$ cat config.mk
export PLATFORM = sky130hd
export DESIGN_NAME = i2c_byte_master
export DESIGN_NICKNAME = d
export VERILOG_FILES = /design/src/rtl/i2c_pkg.sv /design/src/rtl/i2c_quarter_tick.sv /design/src/rtl/i2c_byte_master.sv
export SDC_FILE = /design/constraint.sdc
export NUM_CORES = 1
export LEC_CHECK = 0
export CAP_MARGIN = 5
export CELL_PAD_IN_SITES_DETAIL_PLACEMENT = 1
export CELL_PAD_IN_SITES_GLOBAL_PLACEMENT = 2
export CORE_UTILIZATION = 33
export CTS_CLUSTER_DIAMETER = 40
export DETAILED_ROUTE_END_ITERATION = 10
export GPL_ROUTABILITY_DRIVEN = 0
export HOLD_SLACK_MARGIN = 0.15
export MAX_ROUTING_LAYER = met4
export PLACE_DENSITY = 0.77
export SYNTH_ARGS = -nofsm -noshare
export SYNTH_HDL_FRONTEND = slang
export SYNTH_SLANG_ARGS = --single-unit
export TNS_END_PERCENT = 1
$ cat constraint.sdc
create_clock -name clk_i -period 3.9 [get_ports clk_i]
set_clock_uncertainty 0.1 [all_clocks]
set_input_delay 0.78 -clock clk_i [delete_from_list [all_inputs] [get_ports clk_i]]
set_output_delay 0.78 -clock clk_i [all_outputs]
set_load 0.05 [all_outputs]
$ cat src/rtl/i2c_pkg.sv
// Shared types and constants for the I2C byte master engine.
package i2c_pkg;

    typedef enum logic [1:0] {
        I2C_OP_START = 2'd0,
        I2C_OP_WRITE = 2'd1,
        I2C_OP_READ  = 2'd2,
        I2C_OP_STOP  = 2'd3
    } i2c_op_e;

    typedef enum logic [2:0] {
        ST_IDLE,
        ST_START,
        ST_BITS,
        ST_ACK,
        ST_STOP,
        ST_DONE
    } i2c_state_e;

    localparam int BYTE_QUARTERS = 36;

    // Data/ACK bit cell: SCL is pulled low in the first and last quarter.
    function automatic logic bit_scl_oe(input logic [1:0] q);
        return (q == 2'd0) || (q == 2'd3);
    endfunction

endpackage

$ cat src/rtl/i2c_quarter_tick.sv
// Quarter-bit divider: counts 0..i_div and pulses o_tick on the last cycle of each quarter.
module i2c_quarter_tick #(
    parameter int DIV_W = 16
) (
    input  logic             i_clk,
    input  logic             i_rst,
    input  logic             i_run,
    input  logic             i_hold,
    input  logic [DIV_W-1:0] i_div,
    output logic             o_tick
);

    logic [DIV_W-1:0] r_cnt;

    assign o_tick = i_run && !i_hold && (r_cnt == i_div);

    // A held quarter restarts from zero once the hold releases.
    always_ff @(posedge i_clk) begin
        if (i_rst) begin
            r_cnt <= '0;
        end else if (!i_run || i_hold || o_tick) begin
            r_cnt <= '0;
        end else begin
            r_cnt <= r_cnt + 1'b1;
        end
    end

endmodule

$ cat src/rtl/i2c_byte_master.sv
// Byte-level I2C master: START / WRITE / READ / STOP commands driving open-drain SCL/SDA.
// Optional slave clock stretching is compiled in with I2C_CLK_STRETCH_EN.
//
// state    | meaning
// ---------+-------------------------------------------------------------
// ST_IDLE  | waiting for a command, bus lines hold their last values
// ST_START | 4 quarters generating a (repeated) START condition
// ST_BITS  | 8 data bits, MSB first, 4 quarters each
// ST_ACK   | 1 acknowledge bit, 4 quarters
// ST_STOP  | 4 quarters generating a STOP condition
// ST_DONE  | one-cycle response pulse, next command may be accepted
module i2c_byte_master
    import i2c_pkg::*;
#(
    parameter int DIV_W = 16
) (
    input  logic             clk_i,
    input  logic             rst_i,
    input  logic [DIV_W-1:0] clk_div_i,
    input  logic             cmd_valid_i,
    output logic             cmd_ready_o,
    input  logic [1:0]       cmd_op_i,
    input  logic [7:0]       cmd_data_i,
    input  logic             cmd_ack_i,
    output logic             rsp_valid_o,
    output logic [7:0]       rsp_data_o,
    output logic             rsp_nack_o,
    output logic             busy_o,
    input  logic             scl_i,
    input  logic             sda_i,
    output logic             scl_oe_o,
    output logic             sda_oe_o
);

    i2c_state_e       r_state, w_state_n;
    logic [1:0]       r_q, w_q_n;
    logic [2:0]       r_bit, w_bit_n;
    i2c_op_e          r_op, w_op;
    logic [7:0]       r_data, w_data;
    logic             r_ack, w_ack;
    logic [DIV_W-1:0] r_div;
    logic [7:0]       r_rd;
    logic             r_nack;
    logic [7:0]       r_rsp_data;
    logic             r_rsp_nack;
    logic             r_scl_oe, r_sda_oe;
    logic             w_scl_oe_n, w_sda_oe_n;
    logic             w_accept, w_busy, w_tick, w_hold, w_sample;

    assign cmd_ready_o = (r_state == ST_IDLE) || (r_state == ST_DONE);
    assign w_busy      = !cmd_ready_o;
    assign busy_o      = w_busy;
    assign rsp_valid_o = (r_state == ST_DONE);
    assign rsp_data_o  = r_rsp_data;
    assign rsp_nack_o  = r_rsp_nack;
    assign scl_oe_o    = r_scl_oe;
    assign sda_oe_o    = r_sda_oe;

    assign w_accept = cmd_valid_i && cmd_ready_o;
    assign w_op     = w_accept ? i2c_op_e'(cmd_op_i) : r_op;
    assign w_data   = w_accept ? cmd_data_i : r_data;
    assign w_ack    = w_accept ? cmd_ack_i : r_ack;
    assign w_sample = w_tick && (r_q == 2'd1);

`ifdef I2C_CLK_STRETCH_EN
    assign w_hold = !r_scl_oe && !scl_i;
`else
    logic w_unused_scl;
    assign w_unused_scl = scl_i;
    assign w_hold       = 1'b0;
`endif

    i2c_quarter_tick #(.DIV_W(DIV_W)) u_tick (
        .i_clk  (clk_i),
        .i_rst  (rst_i),
        .i_run  (w_busy),
        .i_hold (w_hold),
        .i_div  (r_div),
        .o_tick (w_tick)
    );

    always_comb begin
        w_state_n = r_state;
        w_q_n     = r_q;
        w_bit_n   = r_bit;
        case (r_state)
            ST_IDLE, ST_DONE: begin
                if (r_state == ST_DONE) w_state_n = ST_IDLE;
                if (w_accept) begin
                    w_q_n   = 2'd0;
                    w_bit_n = 3'd0;
                    case (w_op)
                        I2C_OP_START: w_state_n = ST_START;
                        I2C_OP_STOP:  w_state_n = ST_STOP;
                        default:      w_state_n = ST_BITS;
                    endcase
                end
            end
            ST_BITS: begin
                if (w_tick) begin
                    w_q_n = r_q + 2'd1;
                    if (r_q == 2'd3) begin
                        if (r_bit == 3'd7) w_state_n = ST_ACK;
                        else               w_bit_n   = r_bit + 3'd1;
                    end
                end
            end
            default: begin
                if (w_tick) begin
                    w_q_n = r_q + 2'd1;
                    if (r_q == 2'd3) w_state_n = ST_DONE;
                end
            end
        endcase
    end

    // Pad enables are derived from the upcoming state so they change exactly at quarter boundaries.
    always_comb begin
        w_scl_oe_n = r_scl_oe;
        w_sda_oe_n = r_sda_oe;
        case (w_state_n)
            ST_START: begin
                w_scl_oe_n = (w_q_n == 2'd3);
                w_sda_oe_n = (w_q_n != 2'd0);
            end
            ST_STOP: begin
                w_scl_oe_n = (w_q_n == 2'd0);
                w_sda_oe_n = !w_q_n[1];
            end
            ST_BITS: begin
                w_scl_oe_n = bit_scl_oe(w_q_n);
                w_sda_oe_n = (w_op == I2C_OP_WRITE) && !w_data[3'd7 - w_bit_n];
            end
            ST_ACK: begin
                w_scl_oe_n = bit_scl_oe(w_q_n);
                w_sda_oe_n = (w_op == I2C_OP_READ) && w_ack;
            end
            default: ;
        endcase
    end

    always_ff @(posedge clk_i) begin
        if (rst_i) begin
            r_state    <= ST_IDLE;
            r_q        <= 2'd0;
            r_bit      <= 3'd0;
            r_op       <= I2C_OP_START;
            r_data     <= 8'd0;
            r_ack      <= 1'b0;
            r_div      <= '0;
            r_rd       <= 8'd0;
            r_nack     <= 1'b0;
            r_rsp_data <= 8'd0;
            r_rsp_nack <= 1'b0;
            r_scl_oe   <= 1'b0;
            r_sda_oe   <= 1'b0;
        end else begin
            r_state  <= w_state_n;
            r_q      <= w_q_n;
            r_bit    <= w_bit_n;
            r_scl_oe <= w_scl_oe_n;
            r_sda_oe <= w_sda_oe_n;
            if (w_accept) begin
                r_op   <= w_op;
                r_data <= cmd_data_i;
                r_ack  <= cmd_ack_i;
                r_div  <= clk_div_i;
            end
            if (w_sample && (r_state == ST_BITS)) r_rd   <= {r_rd[6:0], sda_i};
            if (w_sample && (r_state == ST_ACK))  r_nack <= sda_i;
            if (w_busy && (w_state_n == ST_DONE)) begin
                r_rsp_data <= (r_op == I2C_OP_READ)  ? r_rd   : 8'd0;
                r_rsp_nack <= (r_op == I2C_OP_WRITE) && r_nack;
            end
        end
    end

endmodule

==> results.toml <==
[worst_setup_path]
r2r-end = "sda_oe_o"
crit_type = "in -> reg"
ff2ff_path_depth = 10
worstReg2RegStart = "r_state[0]"
cp_max_fo = 5
cp-startpoint = "cmd_valid_i"
cp_data_required_time_ns = 4.06
endpoint = "sda_oe_o"
end_kind = "register"
cp.arrival_ns = 3.68
ff2ff_setup_slack_ns = 0.54
critPathLaunchType = "input pin"

[flow_run]
maxCapViolations = 0

[timing]
tightest_slew_ns = 1.03
hold_violations = 0
fmax_mhz = 285
final-setup-viol-count = 0
rsz0062_at_grt = "false"
drv_slew = 0
timing.final.ws_setup_ns = 0.387
period_needed_ns = 3.51
finalSetupTns_ns = 0
period_share_pct = 90.1
relSlewSlack_pct = 31.1

[floorplan]
fp.coreArea_um2 = 9950
pin_count = 46
fp.dieW_um = 104
die_h_um = 104
die-area_um2 = 10800
rows = 36
start_util_pct = 34.6

[finish]
areaGrowthSynthToFinish_pct = 21.8
diodes = 0
drive_gt1_share_pct = 8.50
nets = 496
fillCellCount = 1196
postLayoutCoreUtil_pct = 42.1

[synth]
ys_top_cells_by_area = "dfxtp_1 (41%), nand2_1 (7.7%), a21oi_1 (6.4%)"
ys.flop_type = "dfxtp_1"
synth.top_cell.area_share_pct = 41.3
yosysSeqAreaShare_pct = 41.3
synth_cells = 415
synth_commonest_cells = "dfxtp_1 (71), nand2_1 (71), a21oi_1 (44), nor2_1 (44), nand3_1 (19)"
ys_ff_latch = 71
avgSynthCellArea_um2 = 8.29
syn_area_um2 = 3440
synth_top_area_cell = "dfxtp_1"
ys_types = 51
syn_nets = 457
synthArstFlopShare_pct = 0
yosys_warnings = 0
synth_edf_count = 0

[global_route]
grt_max_degree = 57
grt_pass1_wl_um = 14800
gr-total-overflow = 0
grt_pass1_vias = 3043
grtUsageTotal_pct = 17.5
antenna_found_initial = 0

[power]
ir_drop_mv = 0.544
p_leak_uw = 0.00150
power.density_nw_per_um2 = 607

[placed_design]
dp_hpwl_um = 6200
pre_cts_ws_ns = -0.0272
io_buffers = 44

[run_status]
status = "finished clean"

[clock_tree]
cts_buffer_depth = 2
cts_max_level = 3
postCtsSetupRepairBufs = 0
worstSkewPairLatency_ns = 0.35
cts_root_buf = "clkbuf_8"
clk_pin_slew_ns = 0.08
post_cts_resized = 0
numCtsBuffers = 9
cts_sinks = 71
cts_tree = "built"
cts_hold_buffers = 0

[detailed_routing]
num_vias = 2923
wl_um = 8820
via_per_inst = 4.94
drtAntennaViolNets = 0
first_pass_iters = 4
routedWlPerCell_um = 14.9
drcViolationCount = 0
drt_iter0_drc = 61

[hold_path]
min_path_type = "reg -> reg"
-- how the worst min path moves through the flow --
| stage | start | endpoint | slack (ns) | cells after the start |
|---|---|---|---|---|
| after CTS | r_data[6] | r_data[6] | 0.36 | 2 |
| after detailed placement | r_data[6] | r_data[6] | 0.35 | 2 |
| after floorplan | r_data[7] | r_data[7] | 0.33 | 2 |
| final | rsp_data_o[4] | rsp_data_o[4] | 0.36 | 2 |
| after global placement | rsp_data_o[2] | rsp_data_o[2] | 0.34 | 2 |
| after global routing | r_data[6] | r_data[6] | 0.38 | 2 |
-- placed cells by master (no fill, tap or decap), types with 3 or more instances in the layout --
cell type,netlist,layout
nand2_1,71,71
dfxtp_1,71,71
nor2_1,44,44
a21oi_1,44,44
clkdlybuf4s50_1,0,43
nand3_1,19,19
xnor2_1,18,18
mux2i_1,16,16
inv_1,12,12
xor2_1,11,11
ha_1,10,10
clkbuf_8,0,10
o21ai_0,9,9
nand4_1,8,8
nor2b_1,8,8
buf_4,1,8
and3_1,7,7
or3_1,4,4
a31oi_1,3,3
-- routing by layer --
| metal | part of all wire [%] | GRT usage, % | up-vias |
|---|---|---|---|
| met1 | 50 | 21.8 | 1390 |
| li1 | - | - | 1477 |
| met2 | 46 | 28.4 | 45 |
| met5 | 0 | - | - |
| met4 | 1.5 | 6.43 | 0 |
| met3 | 2.9 | 2.94 | 11 |
-- sequential cells by signal (all words and copies together), names as in the netlist --
register	count
r_ack	1
r_bit	3
r_data	8
r_div	16
r_nack	1
r_op	2
r_q	2
r_rd	8
r_state	3
rsp_data_o	8
rsp_nack_o	1
scl_oe_o	1
sda_oe_o	1
u_tick.r_cnt	16
-- metrics by stage --
stage | total power, uW | hold WS [ns] | std cells | cell area, um2
after global placement | 1930 | 0.342 | 576 | 3980
after floorplan | 1640 | 0.331 | 415 | 3440
final | 2540 | 0.356 | 592 | 4190
after CTS | 2580 | 0.360 | 592 | 4190
after global routing | 2710 | 0.380 | 592 | 4190
after detailed placement | 1950 | 0.348 | 576 | 3980
-- kinds of logic (layout without fill, tap and decap cells) --
family / count (synthesis) / count (layout) / synth area share [%]
AND/OR/NAND/NOR: 178 / 178 / 24.4
AO/OA/AOI/OAI: 74 / 74 / 13.4
flip-flops: 71 / 71 / 41.3
buffers and inverters: 36 / 80 / 4.76
XOR/XNOR: 29 / 29 / 7.38
multiplexers: 17 / 17 / 5.09
adder cells (fa/ha/maj): 10 / 10 / 3.64
-- power by group --
| part | total [uW] | internal (uW) | leakage, uW | switching, uW |
|---|---|---|---|---|
| clock network | 617 | 316 | 0.000103 | 301 |
| registers | 902 | 817 | 0.000577 | 85.6 |
| logic | 1020 | 374 | 0.000820 | 650 |
| total | 2540 | 1510 | 0.00150 | 1040 |
-- worst max-delay path: stages --
cell and delay (ns):
clkdlybuf4s50_1 0.49, and3_1 0.25, mux2i_1 0.14, ha_1 0.24, a211oi_1 0.29, nor2_1 0.11, a31oi_1 0.44, o211ai_1 0.21
or4_1 0.52, o32ai_2 0.21
-- final cells by class --
cell class              count  area (um2)  share of cell area [%]
repair buffers             52         495                    11.8
clock buffers              10         138                    3.28
flip-flops and latches     71        1420                    33.9
well taps                 133         166                    3.97
clock inverters             6        68.8                    1.64
multi-input cells         308        1860                    44.3
inverters                  12        45.0                    1.07
(Power assumes the default switching activity.)
